## src/rtl/master_out_port_param.sv

```systemverilog
// master_out_port_param
//   Master-side serial transmit port for the system bus. It accepts one
//   parallel request (address, optional write data, mode) and handshakes it
//   to the slave with valid/ready. It then shifts address and data out
//   LSB-first on two parallel serial lines. If TIMEOUT > 0, a request the
//   slave does not take within TIMEOUT cycles is dropped and flagged.
//
// Ports
//   clk, reset    clock; asynchronous active-high reset
//   start         request strobe, taken only while master_ready is high
//   mode          1 = write (address + data), 0 = read (address only)
//   address       target address (ADDR_WIDTH bits)
//   wdata         write data (DATA_WIDTH bits)
//   slave_ready   slave can accept the request
//   master_ready  port idle
//   master_valid  request pending toward the slave
//   tx_write      latched mode while a request or transfer is in flight
//   tx_active     serial bits valid this cycle
//   tx_address    serial address bit
//   tx_data       serial data bit
//   tx_done       pulse on the final serial bit
//   timeout       pulse when a request is abandoned
module master_out_port_param #(
  parameter int unsigned ADDR_WIDTH = 12,
  parameter int unsigned DATA_WIDTH = 8,
  parameter int unsigned TIMEOUT    = 16
) (
  input  logic                  clk,
  input  logic                  reset,
  input  logic                  start,
  input  logic                  mode,
  input  logic [ADDR_WIDTH-1:0] address,
  input  logic [DATA_WIDTH-1:0] wdata,
  input  logic                  slave_ready,
  output logic                  master_ready,
  output logic                  master_valid,
  output logic                  tx_write,
  output logic                  tx_active,
  output logic                  tx_address,
  output logic                  tx_data,
  output logic                  tx_done,
  output logic                  timeout
);

  localparam int unsigned SW = (ADDR_WIDTH > DATA_WIDTH) ? ADDR_WIDTH : DATA_WIDTH;
  localparam int unsigned BW = $clog2(SW + 1);
  // Keep at least one bit so TIMEOUT = 0 still elaborates.
  localparam int unsigned WW = (TIMEOUT > 0) ? $clog2(TIMEOUT + 1) : 1;
  localparam logic [WW-1:0] WAIT_LAST = WW'((TIMEOUT > 0) ? TIMEOUT - 1 : 0);

  typedef enum logic [1:0] {IDLE, REQ, SHIFT} state_e;

  state_e          state_q;
  logic [SW-1:0]   addr_sr_q;
  logic [SW-1:0]   data_sr_q;
  logic            mode_q;
  logic [BW-1:0]   bit_cnt_q;
  logic [WW-1:0]   wait_cnt_q;
  logic            master_ready_q, master_valid_q, tx_write_q, tx_active_q;
  logic            tx_address_q, tx_data_q, tx_done_q, timeout_q;

  logic [BW-1:0]   last_idx;
  logic [BW-1:0]   bit_cnt_inc;

  always_comb begin
    last_idx    = mode_q ? BW'(SW - 1) : BW'(ADDR_WIDTH - 1);
    bit_cnt_inc = bit_cnt_q + 1'b1;
  end

  // Shift registers are zero-extended to the longer width, and the data
  // register is cleared for reads. Bits past a field's width therefore come
  // out as 0 with no per-bit index compare.
  always_ff @(posedge clk or posedge reset) begin
    if (reset) begin
      state_q        <= IDLE;
      addr_sr_q      <= '0;
      data_sr_q      <= '0;
      mode_q         <= 1'b0;
      bit_cnt_q      <= '0;
      wait_cnt_q     <= '0;
      master_ready_q <= 1'b1;
      master_valid_q <= 1'b0;
      tx_write_q     <= 1'b0;
      tx_active_q    <= 1'b0;
      tx_address_q   <= 1'b0;
      tx_data_q      <= 1'b0;
      tx_done_q      <= 1'b0;
      timeout_q      <= 1'b0;
    end else begin
      tx_done_q <= 1'b0;
      timeout_q <= 1'b0;
      unique case (state_q)
        IDLE: begin
          if (start) begin
            addr_sr_q      <= SW'(address);
            data_sr_q      <= mode ? SW'(wdata) : '0;
            mode_q         <= mode;
            wait_cnt_q     <= '0;
            master_ready_q <= 1'b0;
            master_valid_q <= 1'b1;
            tx_write_q     <= mode;
            state_q        <= REQ;
          end
        end
        REQ: begin
          if (slave_ready) begin
            // Bit 0 goes out in the first SHIFT cycle, so it is loaded here.
            master_valid_q <= 1'b0;
            tx_active_q    <= 1'b1;
            tx_address_q   <= addr_sr_q[0];
            tx_data_q      <= data_sr_q[0];
            addr_sr_q      <= addr_sr_q >> 1;
            data_sr_q      <= data_sr_q >> 1;
            bit_cnt_q      <= '0;
            tx_done_q      <= (last_idx == '0);
            state_q        <= SHIFT;
          end else if (TIMEOUT > 0 && wait_cnt_q == WAIT_LAST) begin
            master_valid_q <= 1'b0;
            master_ready_q <= 1'b1;
            tx_write_q     <= 1'b0;
            timeout_q      <= 1'b1;
            state_q        <= IDLE;
          end else if (TIMEOUT > 0) begin
            wait_cnt_q <= wait_cnt_q + 1'b1;
          end
        end
        SHIFT: begin
          if (bit_cnt_q == last_idx) begin
            tx_active_q    <= 1'b0;
            tx_address_q   <= 1'b0;
            tx_data_q      <= 1'b0;
            tx_write_q     <= 1'b0;
            master_ready_q <= 1'b1;
            state_q        <= IDLE;
          end else begin
            bit_cnt_q    <= bit_cnt_inc;
            tx_address_q <= addr_sr_q[0];
            tx_data_q    <= data_sr_q[0];
            addr_sr_q    <= addr_sr_q >> 1;
            data_sr_q    <= data_sr_q >> 1;
            tx_done_q    <= (bit_cnt_inc == last_idx);
          end
        end
        default: state_q <= IDLE;
      endcase
    end
  end

  assign master_ready = master_ready_q;
  assign master_valid = master_valid_q;
  assign tx_write     = tx_write_q;
  assign tx_active    = tx_active_q;
  assign tx_address   = tx_address_q;
  assign tx_data      = tx_data_q;
  assign tx_done      = tx_done_q;
  assign timeout      = timeout_q;

endmodule

```

## config.mk

```make
export PLATFORM = sky130hd
export DESIGN_NAME = master_out_port_param
export DESIGN_NICKNAME = d
export VERILOG_FILES = /design/src/rtl/master_out_port_param.sv
export SDC_FILE = /design/constraint.sdc
export NUM_CORES = 1
export LEC_CHECK = 0
export ABC_AREA = 1
export CAP_MARGIN = 15
export CORE_MARGIN = 5
export CORE_UTILIZATION = 48
export DETAILED_ROUTE_END_ITERATION = 6
export DONT_BUFFER_PORTS = 1
export PLACE_DENSITY = 0.72
export REMOVE_ABC_BUFFERS = 1
export SLEW_MARGIN = 20
export SYNTH_ARGS = -nofsm -noshare
export SYNTH_HDL_FRONTEND = slang
export SYNTH_SLANG_ARGS = --single-unit
```

## constraint.sdc

```tcl
create_clock -name clk -period 1.7 [get_ports clk]
set_input_delay 0.34 -clock clk [delete_from_list [all_inputs] [get_ports clk]]
set_output_delay 0.34 -clock clk [all_outputs]
set_load 0.01 [all_outputs]
```

==> impl_metrics.ini <==
[setup_path]
path_max_fanout = 6
critPathRequiredTime_ps = 1870
worst_path_max_delay_cell = dfrtp_1
crit_chain = ha_1 -> nand2_1 -> nor2_1 -> ha_1 -> inv_2 -> nand2_2 -> nand2_1 -> nand3_2 -> nand2_1 -> o21ai_0
critical_path.top_delay_family = simple AND/OR/NAND/NOR gates
crit_top_cell = nand2_1
cp.arrival_ps = 1730
reg2regPathDepth = 10
path_buf_inv = 1
endpoint_kind = flip-flop
critPathMaxStageDelay_ps = 380
cp-start-kind = flip-flop
cp.depth = 10
criticalPathCategory = flip-flop to flip-flop

[timing]
relSlewSlack_pct = 67.2
setup_viol = 0
period_needed_ps = 1560
fin_skew_ps = 5.02
max_freq_ghz = 0.641
min_period_over_period_pct = 91.7
holdWs_ps = 47.0
worst_pin_slew_ps = 492
hold_violations = 0
slew_viol_final = 0

[yosys]
synth_top_area_share_pct = 45.6
synth_largest_area_cell = dfrtp_1
syn_area_sq_um = 2080
synth.area.top_cells = dfrtp_1 46%, nand2_1 26%, nand3_1 7.4%
yosysWarningCount = 0
seq_area_frac_synth_pct = 46.9
synth.distinct_cells = 24
avgSynthCellArea_sq_um = 7.47
synth-seq-cells = 39
synthCells = 279

[grt]
grt_pass1_vias = 1641
grt_util_all_layers_pct = 16.4
antenna_found_initial = 0
grt_pass1_wl_microns = 7150
grt_max_degree = 40
grt_overflow = 0

[status]
outcome = finished, final reports clean

[drt]
firstDrtPassIters = 4
wl_met2_microns = 1850
route.layer.met1.wl_microns = 2010
wl_per_cell_microns = 12.2
wirelength_microns = 4160
wl_met3_microns = 237
viasPerCell = 5.00
first_iter_violations = 85
via_count = 1709
drc = 0
route.antenna.remaining_nets = 0
top_layer_used = met4

[final_layout]
finish.utilization_pct = 53.9
diodes = 0
final_cell_mix = 140 x nand2_1, 38 x dfrtp_1, 30 x nand3_1, 16 x inv_1, 10 x buf_4
syn_to_final_growth_pct = 11.1
final_common_cell = nand2_1
nets = 322
drive_gt1_share_pct = 10.7

[floorplan]
fp.dieArea_sq_um = 5760
core-area_sq_um = 4290
start_util_pct = 48.5
die_height_microns = 75.9
row_count = 24
io-pin-count = 33
die_x_microns = 75.9

[cts]
cts_num_sinks = 39
worstSkewPairLatency_ps = 290
holdBufCountCts = 0
path_clk_slew_ps = 70
root_buffer = clkbuf_8
cts_buffers = 5
cts_tree = built
clock_tree.buffer_depth = 2
htree_levels = 2

[power_and_ir_drop]
total_power_mw = 4.06
p_per_area_nw_per_um2 = 1750
total_leakage_power_nw = 1.29
peakVddDrop_mv = 1.00

[placed_design]
port_buffers = 0
gp_congestion = 0.800
hpwlAfterDp_microns = 2870

[flow_run]
max_cap_viol_count = 0

[hold_path]
min_path_type = primary input to async pin
report_power, final:
group          total, mW  internal (mW)  switching (mW)
registers           1.50           1.28           0.221
clock network      0.643          0.327           0.315
logic               1.92          0.715            1.20
total               4.06           2.32            1.74
stage by stage:
step	setup slack [ps]	area, sq um	setup TNS [ps]	std cells
after detailed placement	1.67	2150	0	329
after global placement	80.3	2150	0	329
after global routing	-22.9	2310	-98.4	342
final	141	2310	0	342
after floorplan	-164	2020	-3280	270
after CTS	28.2	2250	0	337
flip-flops by register name (all words and copies together) (netlist names):
register	count
addr_sr_q	12
data_sr_q	8
wait_cnt_q	5
bit_cnt_q	4
state_q	2
master_ready	1
master_valid	1
timeout	1
tx_active	1
tx_address	1
tx_data	1
tx_done	1
tx_write	1
repair_timing:
item / 4_1_cts / 5_1_grt
gates cloned: 0 / 0
gates resized for setup: 1 / 8
hold endpoints to repair: 0 / 0
setup buffers: 0 / 5
pin swaps: 0 / 1
endpoints found under the setup margin: 1 / 28
path summary, 6_finish.rpt:
| kind | end | start | slack [ps] |
|---|---|---|---|
| worst max-delay path | wait_cnt_q[2]$_DFFE_PP0P_ | wait_cnt_q[0]$_DFFE_PP0P_ | 140 |
| worst min-delay path | addr_sr_q[2]$_DFFE_PP0P_ | reset | 50 |
| worst max register to register | wait_cnt_q[2]$_DFFE_PP0P_ | wait_cnt_q[0]$_DFFE_PP0P_ | 140 |
| worst min register to register | addr_sr_q[3]$_DFFE_PP0P_ | addr_sr_q[3]$_DFFE_PP0P_ | 480 |
| max in group asynchronous | master_ready$_DFFE_PP1P_ | reset | 1290 |
| min in group clk | timeout$_DFF_PP0_ | slave_ready | 110 |
per-layer routing:
metal / global-route usage [%] / vias to the layer above
met4: 6.99 / 0
met1: 21.0 / 775
met3: 5.67 / 7
met2: 25.1 / 38
met5: 0 / -
li1: - / 889
cells by family (layout without fill, tap and decap cells):
family                     count (synthesis)  after routing  synth area share [%]
adders and majority gates                  8              8                  4.80
AOI/OAI and AO/OA                         10             10                  2.52
buffers and inverters                     29             40                  6.61
DFF                                       39             39                  46.9
xor gates and xnor gates                   2              2                 0.841
and+or+nand+nor                          191            191                  38.3
layout make-up:
type / instances / area [sq um]
clock buffer: 7 / 86.3
sequential: 39 / 977
clock inverter: 1 / 5.00
timing repair buffer: 12 / 110
fill: 411 / 1980
inverter: 20 / 75.1
multi-input combinational: 211 / 995
tap: 52 / 65.1
synthesized netlist by cell type:
master / count
nand2_2: 1
nand3_1: 31
a21oi_1: 2
dfstp_2: 1
nand4_1: 2
nor2_1: 8
clkinv_1: 1
buf_4: 2
ha_1: 8
xnor2_1: 1
buf_2: 5
nand2_1: 142
nand2_4: 1
inv_2: 2
nor3_1: 1
o21ai_1: 2
xor2_1: 1
buf_6: 2
a21boi_0: 1
inv_1: 17
dfrtp_1: 38
o21ai_0: 5
nand3b_1: 3
nor2_4: 2
worst reg2reg max path, cell delays in order (launching register included):
cell and delay, ps:
dfrtp_1 380, ha_1 210, nand2_1 80, nor2_1 50, ha_1 180, inv_2 80, nand2_2 70, nand2_1 80
nand3_2 110, nand2_1 100, o21ai_0 90
(Power assumes the default switching activity.)
